File: src/rtl/pc_ctrl_pkg.sv
// Shared selection codes, FSM state encoding and counter width for the
// PC selection controller.
package pc_ctrl_pkg;

  localparam int CNT_W = 4;

  typedef logic [CNT_W-1:0] cnt_t;

  typedef enum logic [1:0] {
    SEL_NEXT   = 2'b00,
    SEL_FIRST  = 2'b01,
    SEL_INT    = 2'b10,
    SEL_BRANCH = 2'b11
  } sel_e;

  typedef enum logic [2:0] {
    BOOT,
    RUN,
    INT_DRAIN,
    INT_SAVE,
    INT_VEC
  } state_e;

endpackage

File: src/rtl/int_edge_latch.sv
// Registers int_req, detects its rising edge and holds a pending flag
// that is set on a qualified edge and cleared on request (set wins).
module int_edge_latch (
  input  logic clk,
  input  logic rst,
  input  logic int_req,
  input  logic set_en,
  input  logic clear,
  output logic pending
);

  logic int_req_q;
  logic rise;

  assign rise = int_req & ~int_req_q;

  always_ff @(posedge clk or negedge rst) begin
    if (!rst) begin
      int_req_q <= 1'b0;
      pending   <= 1'b0;
    end else begin
      int_req_q <= int_req;
      if (rise && set_en)
        pending <= 1'b1;
      else if (clear)
        pending <= 1'b0;
    end
  end

endmodule

File: src/rtl/pc_select_ctrl.sv
// PC source selection controller: boot, fetch, stall, branch redirect and
// multi-cycle interrupt entry. Define PC_CTRL_INT_MASK_EN to add rti and masking.
module pc_select_ctrl
  import pc_ctrl_pkg::*;
#(
  parameter int BOOT_CYCLES  = 1,
  parameter int DRAIN_CYCLES = 3
) (
  input  logic       clk,
  input  logic       rst,
  input  logic       int_req,
  input  logic       branch_taken,
  input  logic       stall,
  input  logic       mem_busy,
`ifdef PC_CTRL_INT_MASK_EN
  input  logic       rti,
`endif
  output logic [1:0] selection,
  output logic       pc_enable,
  output logic       flush_fd,
  output logic       save_pc,
  output logic       int_ack,
  output logic       busy
);

  localparam cnt_t BOOT_LAST  = cnt_t'(BOOT_CYCLES);
  localparam cnt_t DRAIN_LOAD = cnt_t'(DRAIN_CYCLES - 1);

  state_e state, state_nxt;
  cnt_t   cnt, cnt_nxt;
  logic   pending;
  logic   masked;
  logic   set_en;
  logic   clear;

  assign set_en = (state != BOOT);
  assign clear  = (state == INT_VEC);

  int_edge_latch u_int_edge_latch (
    .clk     (clk),
    .rst     (rst),
    .int_req (int_req),
    .set_en  (set_en),
    .clear   (clear),
    .pending (pending)
  );

`ifdef PC_CTRL_INT_MASK_EN
  always_ff @(posedge clk or negedge rst) begin
    if (!rst)
      masked <= 1'b0;
    else if (state == INT_VEC)
      masked <= 1'b1;
    else if (state == RUN && rti)
      masked <= 1'b0;
  end
`else
  assign masked = 1'b0;
`endif

  // The RUN cycle that leaves for the drain already counts as the first
  // bubble, so the drain counter starts one below DRAIN_CYCLES.
  always_comb begin
    state_nxt = state;
    cnt_nxt   = cnt;
    selection = SEL_NEXT;
    pc_enable = 1'b0;
    flush_fd  = 1'b0;
    save_pc   = 1'b0;
    int_ack   = 1'b0;
    busy      = (state != RUN);
    case (state)
      BOOT: begin
        selection = SEL_FIRST;
        flush_fd  = 1'b1;
        if (cnt == BOOT_LAST) begin
          pc_enable = 1'b1;
          cnt_nxt   = '0;
          state_nxt = RUN;
        end else begin
          cnt_nxt = cnt + cnt_t'(1);
        end
      end
      RUN: begin
        if (branch_taken) begin
          selection = SEL_BRANCH;
          pc_enable = 1'b1;
          flush_fd  = 1'b1;
        end else if (stall) begin
          pc_enable = 1'b0;
        end else if (pending && !masked) begin
          flush_fd  = 1'b1;
          cnt_nxt   = DRAIN_LOAD;
          state_nxt = (DRAIN_CYCLES == 1) ? INT_SAVE : INT_DRAIN;
        end else begin
          pc_enable = 1'b1;
        end
      end
      INT_DRAIN: begin
        flush_fd = 1'b1;
        if (branch_taken) begin
          selection = SEL_BRANCH;
          pc_enable = 1'b1;
        end
        if (!stall) begin
          if (cnt <= cnt_t'(1)) begin
            cnt_nxt   = '0;
            state_nxt = INT_SAVE;
          end else begin
            cnt_nxt = cnt - cnt_t'(1);
          end
        end
      end
      INT_SAVE: begin
        if (!mem_busy) begin
          save_pc   = 1'b1;
          state_nxt = INT_VEC;
        end
      end
      INT_VEC: begin
        selection = SEL_INT;
        pc_enable = 1'b1;
        int_ack   = 1'b1;
        flush_fd  = 1'b1;
        state_nxt = RUN;
      end
      default: begin
        state_nxt = BOOT;
        cnt_nxt   = '0;
      end
    endcase
  end

  always_ff @(posedge clk or negedge rst) begin
    if (!rst) begin
      state <= BOOT;
      cnt   <= '0;
    end else begin
      state <= state_nxt;
      cnt   <= cnt_nxt;
    end
  end

endmodule
File: config.mk
export PLATFORM = sky130hd
export DESIGN_NAME = pc_select_ctrl
export DESIGN_NICKNAME = d
export VERILOG_FILES = /design/src/rtl/pc_ctrl_pkg.sv /design/src/rtl/int_edge_latch.sv /design/src/rtl/pc_select_ctrl.sv
export SDC_FILE = /design/constraint.sdc
export NUM_CORES = 1
export LEC_CHECK = 0
export BUFFER_PORTS_ARGS = -buffer_cell sky130_fd_sc_hd__buf_2
export CORE_MARGIN = 3
export CORE_UTILIZATION = 48
export CTS_BUF_LIST = sky130_fd_sc_hd__clkbuf_16
export CTS_CLUSTER_SIZE = 24
export DETAILED_ROUTE_END_ITERATION = 10
export PLACE_DENSITY = 0.79
export SLEW_MARGIN = 15
export SYNTH_ARGS = -nofsm -noshare
export SYNTH_HDL_FRONTEND = slang
export SYNTH_SLANG_ARGS = --single-unit
File: constraint.sdc
create_clock -name clk -period 3.4 [get_ports clk]
set_input_delay 0.68 -clock clk [delete_from_list [all_inputs] [get_ports clk]]
set_output_delay 0.68 -clock clk [all_outputs]
set_load 0.02 [all_outputs]
After elaboration in Yosys (flattened, before gate mapping)
Cells that the tools add are included.
{ "classes": {"addsub": 2, "n_lt_le_gt_ge": 1, "eq_ne": 13, "n_mux": 32, "bitwise": 3, "n_reduce_logical": 9} }
{ "ops": {"columns": ["operator", "count"], "rows": [
  ["4-bit 2-to-1 mux", 6],
  ["3-bit 2-to-1 mux", 7],
  ["4-bit one-hot mux with 4 select lines", 1],
  ["3-bit one-hot mux with 5 select lines", 1],
  ["1-bit 2-to-1 mux", 13],
  ["2-bit inequality test, second input constant", 6],
  ["7-bit AND reduction", 1],
  ["3-bit by 2-bit equality test with 1-bit output, second input constant", 2],
  ["2-bit one-hot mux with 3 select lines", 1],
  ["5-bit AND reduction", 1],
  ["4-bit by 1-bit adder with 4-bit output, second input constant", 1],
  ["4-bit by 1-bit equality test with 1-bit output, second input constant", 1],
  ["4-bit by 1-bit less-or-equal comparator with 1-bit output, second input constant", 1],
  ["1-bit one-hot mux with 4 select lines", 1],
  ["2-bit OR reduction", 2],
  ["4-bit by 1-bit subtractor with 4-bit output, second input constant", 1],
  ["3-bit by 1-bit equality test with 1-bit output, second input constant", 1],
  ["3-bit equality test, second input constant", 1],
  ["3-bit zero test", 1],
  ["3-bit by 1-bit inequality test with 1-bit output, second input constant", 1],
  ["3-bit nonzero test", 1],
  ["3-bit OR reduction", 1],
  ["2-bit 2-to-1 mux", 1],
  ["2-bit by 1-bit inequality test with 1-bit output, second input constant", 1],
  ["other kinds (5)", 6]
]} }
{ "totals": {"regBits": 9, "input_bits": 6, "wordCells": 64} }

Longest topological paths before layout
{ "depth": {"ltp_word": 4, "mapped_depth": 6} }

Modules after synthesis
From an unflattened synthesis, not the netlist that was laid out.
{ "unflattened": {"cells_unflattened": 92, "hier_area_um2": 725.7} }
{ "modules_own_cells": {"columns": ["mod", "n_inst", "cells_each", "area_each_um2"], "rows": [
  ["pc_select_ctrl", 1, 87, 655.6],
  ["int_edge_latch", 1, 5, 70.1]
]} }

Worst setup path before layout
No wires, ideal clock.
{ "synth_path": {"kind": "register -> output", "start": "reg state[0]", "end": "out pc_enable", "arrival_time_ns": 1.625, "slack_ns": 1.095, "path_stages_with_launch": 6, "path_buffers": 1, "cell_sequence": "dfrtp_1 > buf_4 > or2_4 > nor2_1 > a31o_2 > a311o_1"} }
{ "synth_via": {"elab_chain_len": 2, "word_cells_on_any_way": 5, "classes_between": "eq/ne (3); mux (1); reduce/logical (1)"} }
{ "synth_lines": {"columns": ["element", "line_no", "text"], "rows": [
  ["start, declared", "pc_select_ctrl.sv:29", "state_e state, state_nxt;"],
  ["start signal, assigned", "pc_select_ctrl.sv:139", "state <= state_nxt;"],
  ["3-bit equality test (tied with other cells)", "pc_select_ctrl.sv:72", "case (state)"],
  ["1-bit one-hot mux with 4 select lines *", "pc_select_ctrl.sv:72", null],
  ["end, declared", "pc_select_ctrl.sv:19", "output logic pc_enable,"]
]} }
Every way passes the cells marked *; elsewhere a longest branch is shown, timed or not.

Final worst setup path
Ends and elaborated chain as after synthesis.

==> reports/results.ini <==
[run_status]
status = complete, no violations

[critical_path]
cp.arrival_ns = 1.78
crit_path_max_fanout = 10
startpoint_type = flip-flop
cp.required_ns = 2.72
path_class = flip-flop to primary output
crit_path_end_kind = primary output

[drt]
drtIter0Drc = 22
drc = 0
routed_wl_mm = 1.65
wl_per_cell_um = 16.2
postRouteAntennaNets = 0
viasPerCell = 5.96
firstDrtPassIters = 4
vias = 608

[cells_and_area]
final_nets = 99
antenna_cells = 0
multi_input_area_um2 = 424
seqCellArea_um2 = 225
areaGrowthSynthToFinish_pct = 19.9
num-fill-cells = 95
drive_above_1_share = 0.261

[yosys]
netlist_instances = 76
syn_avg_cell_area_um2 = 9.01
synthTopCellsByArea = dfrtp_1 33%, ha_1 7.3%, nor2_1 7.1%
synth_cell_types = 32
syn_area_um2 = 684
yosysWarnings = 0
post-synth-top-count-cell = nor2_1
synth_area_leader_cell = dfrtp_1
syn_nets = 86
yosysTopAreaCellShare = 0.329
ys_seq_area_frac = 0.329
ys_seq_elements = 9
netlist_top_cells_count = 13 x nor2_1, 9 x dfrtp_1, 5 x nor3_1
synthArstFlopShare = 1.00
synth_edf_count = 0
synth_flop_cell = dfrtp_1

[sta]
relSlewSlack = 0.583
final_hold_viol_count = 0
layout_setup_ws_ns = 0.943
setup_violations = 0
fmax_mhz = 407
final.period_utilization = 0.723
finalMaxSlewViolations = 0
skew_ns = 0.00241
worst_pin_slew_ns = 0.616
fin_crit_ns = 2.46
hold_ws_ns = 0.298
rsz0062_at_grt = false
tns_ns = 0

[floorplanning]
core_area_um2 = 1220
num_rows = 12
io_pins = 13
die_w_um = 43.8
die_h_um = 43.8
die-area_um2 = 1910
initial_core_util = 0.563

[pwr]
fin_total_pwr_uw = 907
leakagePower_nw = 0.385
p_per_area_nw_per_um2 = 1100
irDropWorstVdd_v = 0.000591

[clock_tree]
h-tree-depth = 1
post_cts_buffers = 0
clock_latency_ns = 0.23
path_clk_slew_ns = 0.04
clock_sinks = 9
hold_buffers = 0
cts_resized = 0
cts-root-buf = clkbuf_16
cts_buffer_depth = 2
numCtsBuffers = 3
cts_tree = built

[global_route]
track_usage = 0.188
grt_pass1_wl_mm = 2.64
antenna_found_initial = 0
grt_start_max_net_pins = 13
grt_pass1_vias = 582
grt-ovfl-total = 0

[flow_run]
max-cap-violations = 0

[placed_design]
hpwl_mm = 1.18
gp_congestion = 0.837
io_buffers = 12
dp_worst_setup_slack_ns = 1.19

[min_path]
min_path_type = input pin to asynchronous set/reset pin

## power by group
group | switching (mW) | leakage, nW | total, mW | internal [mW]
Clock | 0.0519 | 0.0423 | 0.206 | 0.154
Sequential | 0.0914 | 0.110 | 0.239 | 0.147
Combinational | 0.257 | 0.233 | 0.462 | 0.206
Total | 0.400 | 0.385 | 0.907 | 0.507
## worst max-delay path, cell delays in order, from the launching register on
cell,delay [ns]
dfrtp_1,0.58
or2_4,0.25
nor2_1,0.07
a31o_2,0.23
a311o_1,0.26
buf_2,0.16
## through the flow
step | instances | instance area, µm² | utilization
floorplan | 76 | 684 | -
global placement | 98 | 742 | 0.610
detailed placement | 98 | 742 | 0.610
CTS | 102 | 821 | 0.675
global route | 102 | 821 | 0.675
finish | 102 | 821 | 0.675
## worst paths after layout
kind / from / to / slack, ns / cells past startpoint
min reg2reg: u_int_edge_latch.int_req_q$_DFF_PN0_ / u_int_edge_latch.pending$_DFFE_PN0P_ / 0.55 / 2
min in group clk: u_int_edge_latch.int_req_q$_DFF_PN0_ / u_int_edge_latch.pending$_DFFE_PN0P_ / 0.55 / 2
max in group asynchronous: rst / state[2]$_DFFE_PN0P_ / 2.91 / 1
max reg2reg: cnt[0]$_DFFE_PN0P_ / cnt[1]$_DFFE_PN0P_ / 1.39 / 6
min: rst / state[1]$_DFFE_PN0P_ / 0.30 / 1
max: state[0]$_DFFE_PN0P_ / pc_enable / 0.94 / 5
## area by class of cell
type	count	share of cell area
repair buffers	12	0.0732
multi-input cells	59	0.517
flip-flops and latches	9	0.274
clock buffers	3	0.0915
inverters	4	0.0183
well taps	14	0.0213
clock inverters	1	0.00457
## cell usage in the layout, fill, tap and decap left out
cell type	count
o41ai_1	1
a2bb2oi_1	1
or2_4	1
nand4b_1	1
dfrtp_1	9
nand2b_1	3
o21ai_0	4
clkbuf_16	3
inv_1	5
a31o_2	1
a21boi_2	1
nand3_1	1
o311ai_1	1
xnor2_1	1
a311o_1	1
mux2_2	1
xor2_1	4
nor2b_1	1
a221oi_4	1
nor3_1	5
buf_2	12
or2_1	1
a221o_1	3
a21oi_1	4
or3b_4	1
or2_2	1
a211o_1	1
a21oi_2	1
nor2_1	13
ha_1	4
nand2_1	1
## flip-flops by register name (all words and copies together), names as in the netlist
signal / cells
u_int_edge_latch.int_req_q: 1
state: 3
u_int_edge_latch.pending: 1
cnt: 4
## cell families (layout without fill, tap and decap cells)
logic type | after synthesis | after routing | synth area share
multiplexers | 1 | 1 | 0.0165
AND/OR/NAND/NOR | 29 | 29 | 0.218
AO/OA/AOI/OAI | 20 | 20 | 0.249
adder cells (fa/ha/maj) | 4 | 4 | 0.0731
XOR/XNOR | 5 | 5 | 0.0640
buffers and inverters | 8 | 20 | 0.0512
flip-flops | 9 | 9 | 0.329
## routing by layer
metal | share of wire | track usage | vias to the layer above
li1 | - | - | 295
met1 | 0.48 | 0.233 | 279
met2 | 0.44 | 0.291 | 30
met3 | 0.073 | 0.0830 | 4
met4 | 0.0073 | 0.0602 | 0
met5 | 0 | 0 | -
Power figures use the tool's default switching activity.
